==> src/rtl/register_file_param.sv <==
// Parametrised register file: two registered read ports, one write port,
// write-first bypass, optional hardwired-zero register 0 and a post-reset clear sequencer.
module register_file_param #(
    parameter int          DATA_W   = 32,
    parameter int          ADDR_W   = 4,
    parameter logic [31:0] IDLE_VAL = 32'h0000FFFF,
    parameter bit          ZERO_REG = 1'b0
) (
    input  logic              clk,
    input  logic              rst,
    input  logic [ADDR_W-1:0] dir_a,
    input  logic [ADDR_W-1:0] dir_b,
    input  logic [ADDR_W-1:0] dir_wr,
    input  logic [DATA_W-1:0] di,
    input  logic              re_a,
    input  logic              re_b,
    input  logic              we,
    output logic [DATA_W-1:0] dat_a,
    output logic [DATA_W-1:0] dat_b,
    output logic [DATA_W-1:0] reg_0,
    output logic [DATA_W-1:0] reg_1,
    output logic [DATA_W-1:0] reg_2,
    output logic              ready
);

    localparam int                DEPTH  = 2 ** ADDR_W;
    localparam logic [DATA_W-1:0] IDLE_W = DATA_W'(IDLE_VAL);

    typedef enum logic {
        CLEAR,
        RUN
    } state_t;

    state_t            state;
    state_t            state_nxt;
    logic [ADDR_W-1:0] clr_cnt;

    logic [DATA_W-1:0] mem [DEPTH];

    logic              wr_en;
    logic [ADDR_W-1:0] wr_addr;
    logic [DATA_W-1:0] wr_data;
    logic [DATA_W-1:0] rd_a;
    logic [DATA_W-1:0] rd_b;

    always_ff @(posedge clk or posedge rst) begin
        if (rst) begin
            state <= CLEAR;
        end else begin
            state <= state_nxt;
        end
    end

    always_comb begin
        state_nxt = state;
        if (state == CLEAR && clr_cnt == '1) begin
            state_nxt = RUN;
        end
    end

    always_ff @(posedge clk or posedge rst) begin
        if (rst) begin
            clr_cnt <= '0;
        end else if (state == CLEAR) begin
            clr_cnt <= clr_cnt + ADDR_W'(1);
        end
    end

    assign ready = (state == RUN);

    // Single write port shared by the clear sequencer and user writes; the
    // array itself is not reset, so writes are held off while rst is high.
    always_comb begin
        wr_en   = 1'b0;
        wr_addr = dir_wr;
        wr_data = di;
        if (state == CLEAR) begin
            wr_en   = 1'b1;
            wr_addr = clr_cnt;
            wr_data = '0;
        end else if (!we && !(ZERO_REG && dir_wr == '0)) begin
            wr_en = 1'b1;
        end
        if (rst) begin
            wr_en = 1'b0;
        end
    end

    always_ff @(posedge clk) begin
        if (wr_en) begin
            mem[wr_addr] <= wr_data;
        end
    end

    // Write-first bypass; zero-register masking is applied last so it wins.
    always_comb begin
        rd_a = mem[dir_a];
        if (!we && dir_wr == dir_a) begin
            rd_a = di;
        end
        if (ZERO_REG && dir_a == '0) begin
            rd_a = '0;
        end
    end

    always_comb begin
        rd_b = mem[dir_b];
        if (!we && dir_wr == dir_b) begin
            rd_b = di;
        end
        if (ZERO_REG && dir_b == '0) begin
            rd_b = '0;
        end
    end

    always_ff @(posedge clk or posedge rst) begin
        if (rst) begin
            dat_a <= IDLE_W;
            dat_b <= IDLE_W;
        end else if (state == CLEAR) begin
            dat_a <= IDLE_W;
            dat_b <= IDLE_W;
        end else begin
            dat_a <= re_a ? IDLE_W : rd_a;
            dat_b <= re_b ? IDLE_W : rd_b;
        end
    end

    assign reg_0 = ZERO_REG ? '0 : mem[0];
    assign reg_1 = mem[1];
    assign reg_2 = mem[2];

endmodule

==> config.mk <==
export PLATFORM = sky130hd
export DESIGN_NAME = register_file_param
export DESIGN_NICKNAME = d
export VERILOG_FILES = /design/src/rtl/register_file_param.sv
export SDC_FILE = /design/constraint.sdc
export NUM_CORES = 1
export LEC_CHECK = 0
export ABC_AREA = 1
export CAP_MARGIN = 20
export CORE_MARGIN = 2
export CORE_UTILIZATION = 51
export CTS_CLUSTER_DIAMETER = 80
export DETAILED_ROUTE_END_ITERATION = 6
export PLACE_DENSITY = 0.71
export SYNTH_ARGS = -nofsm -noshare
export SYNTH_HDL_FRONTEND = slang
export SYNTH_SLANG_ARGS = --single-unit
==> constraint.sdc <==
create_clock -name clk -period 4.1 [get_ports clk]
set_input_delay 1.025 -clock clk [delete_from_list [all_inputs] [get_ports clk]]
set_output_delay 1.025 -clock clk [all_outputs]
set_load 0.03 [all_outputs]
==> run_results.csv <==
group,metric,value,unit
routing,route.detailed.wl_per_inst,19.6,um
setup_path,critPathTopFamily,"buffers and inverters",
flow_run,drv.max_cap_violation_count,0,
grt,grt_start_max_net_pins,131,
timing,period_minus_slack,3.06,ns
min_path,min_to,"clr_cnt[3]$_DFFE_PP0N_",
timing,slew_violations,0,
setup_path,cpMaxStageDelayCell,"clkdlybuf4s50_1",
synth,ys.flop_type,"edfxtp_1",
power_and_ir_drop,swShare,24.5,%
power_and_ir_drop,power.density,393,nW/um2
min_path,min_delay_path_depth,1,
timing,final.period_utilization,74.6,%
grt,grt_antenna_before_repair,0,
die,die_w,248,um
grt,gr-total-overflow,0,
synth,most_common_cell_in_the_netlist,"nand2_1",
cells_and_area,final_nets,3782,
die,io-pin-count,210,
power_and_ir_drop,report.power.total,13.8,mW
place,io_buffers,209,
timing,layout_setup_ws,1.04,ns
timing,report.final.hold_viol_count,0,
power_and_ir_drop,power.net_switching,3.38,mW
routing,drt_drc_violations_left,0,
setup_path,r2r_end,"mem[15][11]$_DFFE_PP_",
setup_path,worst_ep_required_time,3.07,ns
grt,grt_usage,29.1,%
die,std_cell_rows,89,
die,die_height,248,um
synth,synth_area,30200,um2
setup_path,critical_path_class,"register to output port",
timing,finalSetupViolations,0,
setup_path,timing.critical_path.arrival,2.03,ns
die,fp.dieArea,61300,um2
timing,finalClockSkew,0.0127,ns
grt,grt_pass1_vias,24300,
setup_path,timing.reg2reg.worst_path_depth,5,
synth,post_synthesis_cell_count,3629,
place,gp_congestion,0.831,
setup_path,crit_path_max_incr_delay,0.76,ns
clock_network,cts.htree.levels,2,
power_and_ir_drop,vdd_drop_max,0.296,mV
timing,setup_tns,0,ns
die,core_area,58800,um2
power_and_ir_drop,power_leakage,15.6,nW
die,initial_core_util,51.4,%
cells_and_area,share_of_final_layout_standard_cells_stronger_than_drive_strength_1,5.97,%
routing,drt_wl_total,89.2,mm
cells_and_area,areaGrowthSynthToFinish,16.0,%
timing,max_freq,327,MHz
cells_and_area,final_design_utilization,59.7,%
synth,yosys.cell_types.count,25,
routing,drt_first_iter_violations,3174,
setup_path,cp-end-kind,"output port",
place,place_hpwl,50.3,mm
timing,slew-limit-headroom,23.0,%
synth,synth_largest_type_area_fraction,50.8,%
synth,post-synth-top-area-cell,"edfxtp_1",
setup_path,worst_r2r_startpoint,"ready$_DFFE_PP0P_",
clock_network,cts_tree,"done",
power_and_ir_drop,comb_power_share,10.9,%
synth,number_of_enable_type_register_cells_in_the_synthesized_netlist,512,
place,pre_cts_ws,0.765,ns
power_and_ir_drop,cellInternalPower,10.4,mW
setup_path,cp_cell_sequence,"clkdlybuf4s50_1",
clock_network,cts_sinks,581,
clock_network,cts.reportedPaths.clkPinSlew,0.06,ns
setup_path,timing.critical_path.fanout_max,15,
synth,postSynthNetCount,3679,
power_and_ir_drop,power_frac_seq,47.6,%
setup_path,start_kind,"register",
synth,yosysWarnings,0,
routing,drt_pre_antenna_iters,6,
setup_path,register_to_register_path_setup_slack,1.51,ns
timing,timing_worst_slew_pin_value,1.16,ns
synth,syn-mean-instance-area,8.33,um2
routing,antenna_violating_nets_post_route,0,
min_path,holdCritPathClass,"register to register",
routing,drt-vias-per-instance,5.57,
clock_network,worstSkewPairLatency,0.63,ns
power_and_ir_drop,clkPwrFrac,41.5,%
routing,via_count,25400,
clock_network,ctsHoldBuffers,0,
run_status,outcome,"completed",
synth,synth-seq-area-share,56.7,%
clock_network,clock_tree.root_cell,"clkbuf_16",
synth,top_post_synthesis_cells_by_count,"1142 x nand2_1, 836 x nand3_1, 556 x inv_1",
min_path,min-delay-start,"clr_cnt[3]$_DFFE_PP0N_",
clock_network,ctsResizeCount,0,
clock_network,cts_post_setup_buffers_inserted,0,
cells_and_area,insertedDiodeCount,0,
clock_network,buffer_levels_on_the_longest_clock_path,3,
timing,rsz_0062_raised_after_global_routing,"no",
timing,tightest_hold_margin,0.500,ns
grt,grt_pass1_wl,137,mm
clock_network,tritoncts.num_buffers,61,
synth,yosys-top-cells-area,"edfxtp_1 51%, nand2_1 14%, nand3_1 14%",
synth,yosys_register_bits,581,
setup_path,crit_buf_inv,1,
synth,ys_async_rst_share,11.9,%
## registers in the layout, summed over array words and instances (netlist names)
name / count
mem: 512
dat_a: 32
dat_b: 32
clr_cnt: 4
ready: 1
## through the flow
| step | std cells | instance area (um2) |
|---|---|---|
| final | 4556 | 35100 |
| after global routing | 4556 | 35100 |
| after CTS | 4556 | 35100 |
| after detailed placement | 4442 | 33000 |
| after global placement | 4442 | 33000 |
| after floorplan | 3629 | 30200 |
## metal layers
metal / global-route usage [%] / vias up / share of wire (%)
li1: - / 11900 / -
met3: 4.31 / 238 / 11
met4: 11.3 / 0 / 3.4
met2: 46.3 / 1529 / 45
met5: 0 / - / 0
met1: 40.5 / 11700 / 41
## kinds of logic (layout without fill, tap and decap cells)
| logic type | Yosys count | after routing | synth area share (%) |
|---|---|---|---|
| AO/OA/AOI/OAI | 91 | 91 | 2.04 |
| XOR/XNOR | 7 | 7 | 0.203 |
| AND/OR/NAND/NOR | 2154 | 2154 | 30.3 |
| flip-flops | 581 | 581 | 56.7 |
| buffers and inverters | 795 | 949 | 10.7 |
| adder cells (fa/ha/maj) | 1 | 1 | 0.0414 |
## worst max path at each step
stage	start	slack, ns	to	cells after the start
floorplan	dir_wr[1]	0.85	mem[11][0]$_DFFE_PP_	4
global placement	rst	0.83	mem[12][3]$_DFFE_PP_	5
detailed placement	rst	0.77	mem[12][4]$_DFFE_PP_	5
CTS	ready$_DFFE_PP0P_	1.03	ready	1
global route	ready$_DFFE_PP0P_	0.97	ready	1
finish	ready$_DFFE_PP0P_	1.04	ready	1
## area by class of cell
class / instances / area, um2
tap: 773 / 967
timing repair buffer: 274 / 2790
clock buffer: 83 / 1710
inverter: 561 / 2120
multi-input combinational: 2253 / 9980
fill: 5017 / 23700
sequential: 581 / 17100
clock inverter: 31 / 357
## layout by cell type, fill, tap and decap left out
| master | synthesis | layout |
|---|---|---|
| inv_6 | 0 | 3 |
| nor2_1 | 168 | 152 |
| dfrtp_1 | 37 | 36 |
| bufinv_16 | 0 | 8 |
| inv_4 | 0 | 2 |
| clkinv_1 | 0 | 9 |
| edfxtp_1 | 512 | 512 |
| nor2_4 | 0 | 16 |
| dfstp_2 | 32 | 32 |
| clkinvlp_4 | 0 | 2 |
| clkbuf_8 | 0 | 7 |
| nor2_2 | 1 | 1 |
| inv_2 | 5 | 3 |
| clkdlybuf4s50_1 | 0 | 201 |
| dfrtp_2 | 0 | 1 |
| nand3_1 | 836 | 836 |
| buf_12 | 0 | 18 |
| clkbuf_1 | 56 | 14 |
| nand3_4 | 1 | 2 |
| clkinv_2 | 0 | 11 |
| inv_1 | 556 | 553 |
| xor2_1 | 4 | 4 |
| buf_4 | 21 | 49 |
| o211ai_1 | 64 | 64 |
| o21ai_0 | 24 | 24 |
| clkbuf_16 | 0 | 63 |
| clkinv_4 | 0 | 1 |
| nand4_1 | 3 | 3 |
| a21oi_1 | 2 | 2 |
| buf_2 | 118 | 4 |
| buf_8 | 0 | 1 |
| or2_2 | 2 | 2 |
| nand2_1 | 1142 | 1142 |
| ha_1 | 1 | 1 |
| o21ai_1 | 1 | 1 |
| xnor2_1 | 3 | 3 |
## power groups by stage
stage               clock, mW  sequential (mW)  combinational (mW)
finish                   5.72             6.55                1.50
CTS                      5.76             6.55                1.48
global placement            0             6.67                1.46
detailed placement          0             6.67                1.47
global route             6.01             6.56                1.62
floorplan                   0             6.79               0.826
(Power assumes the default switching activity.)
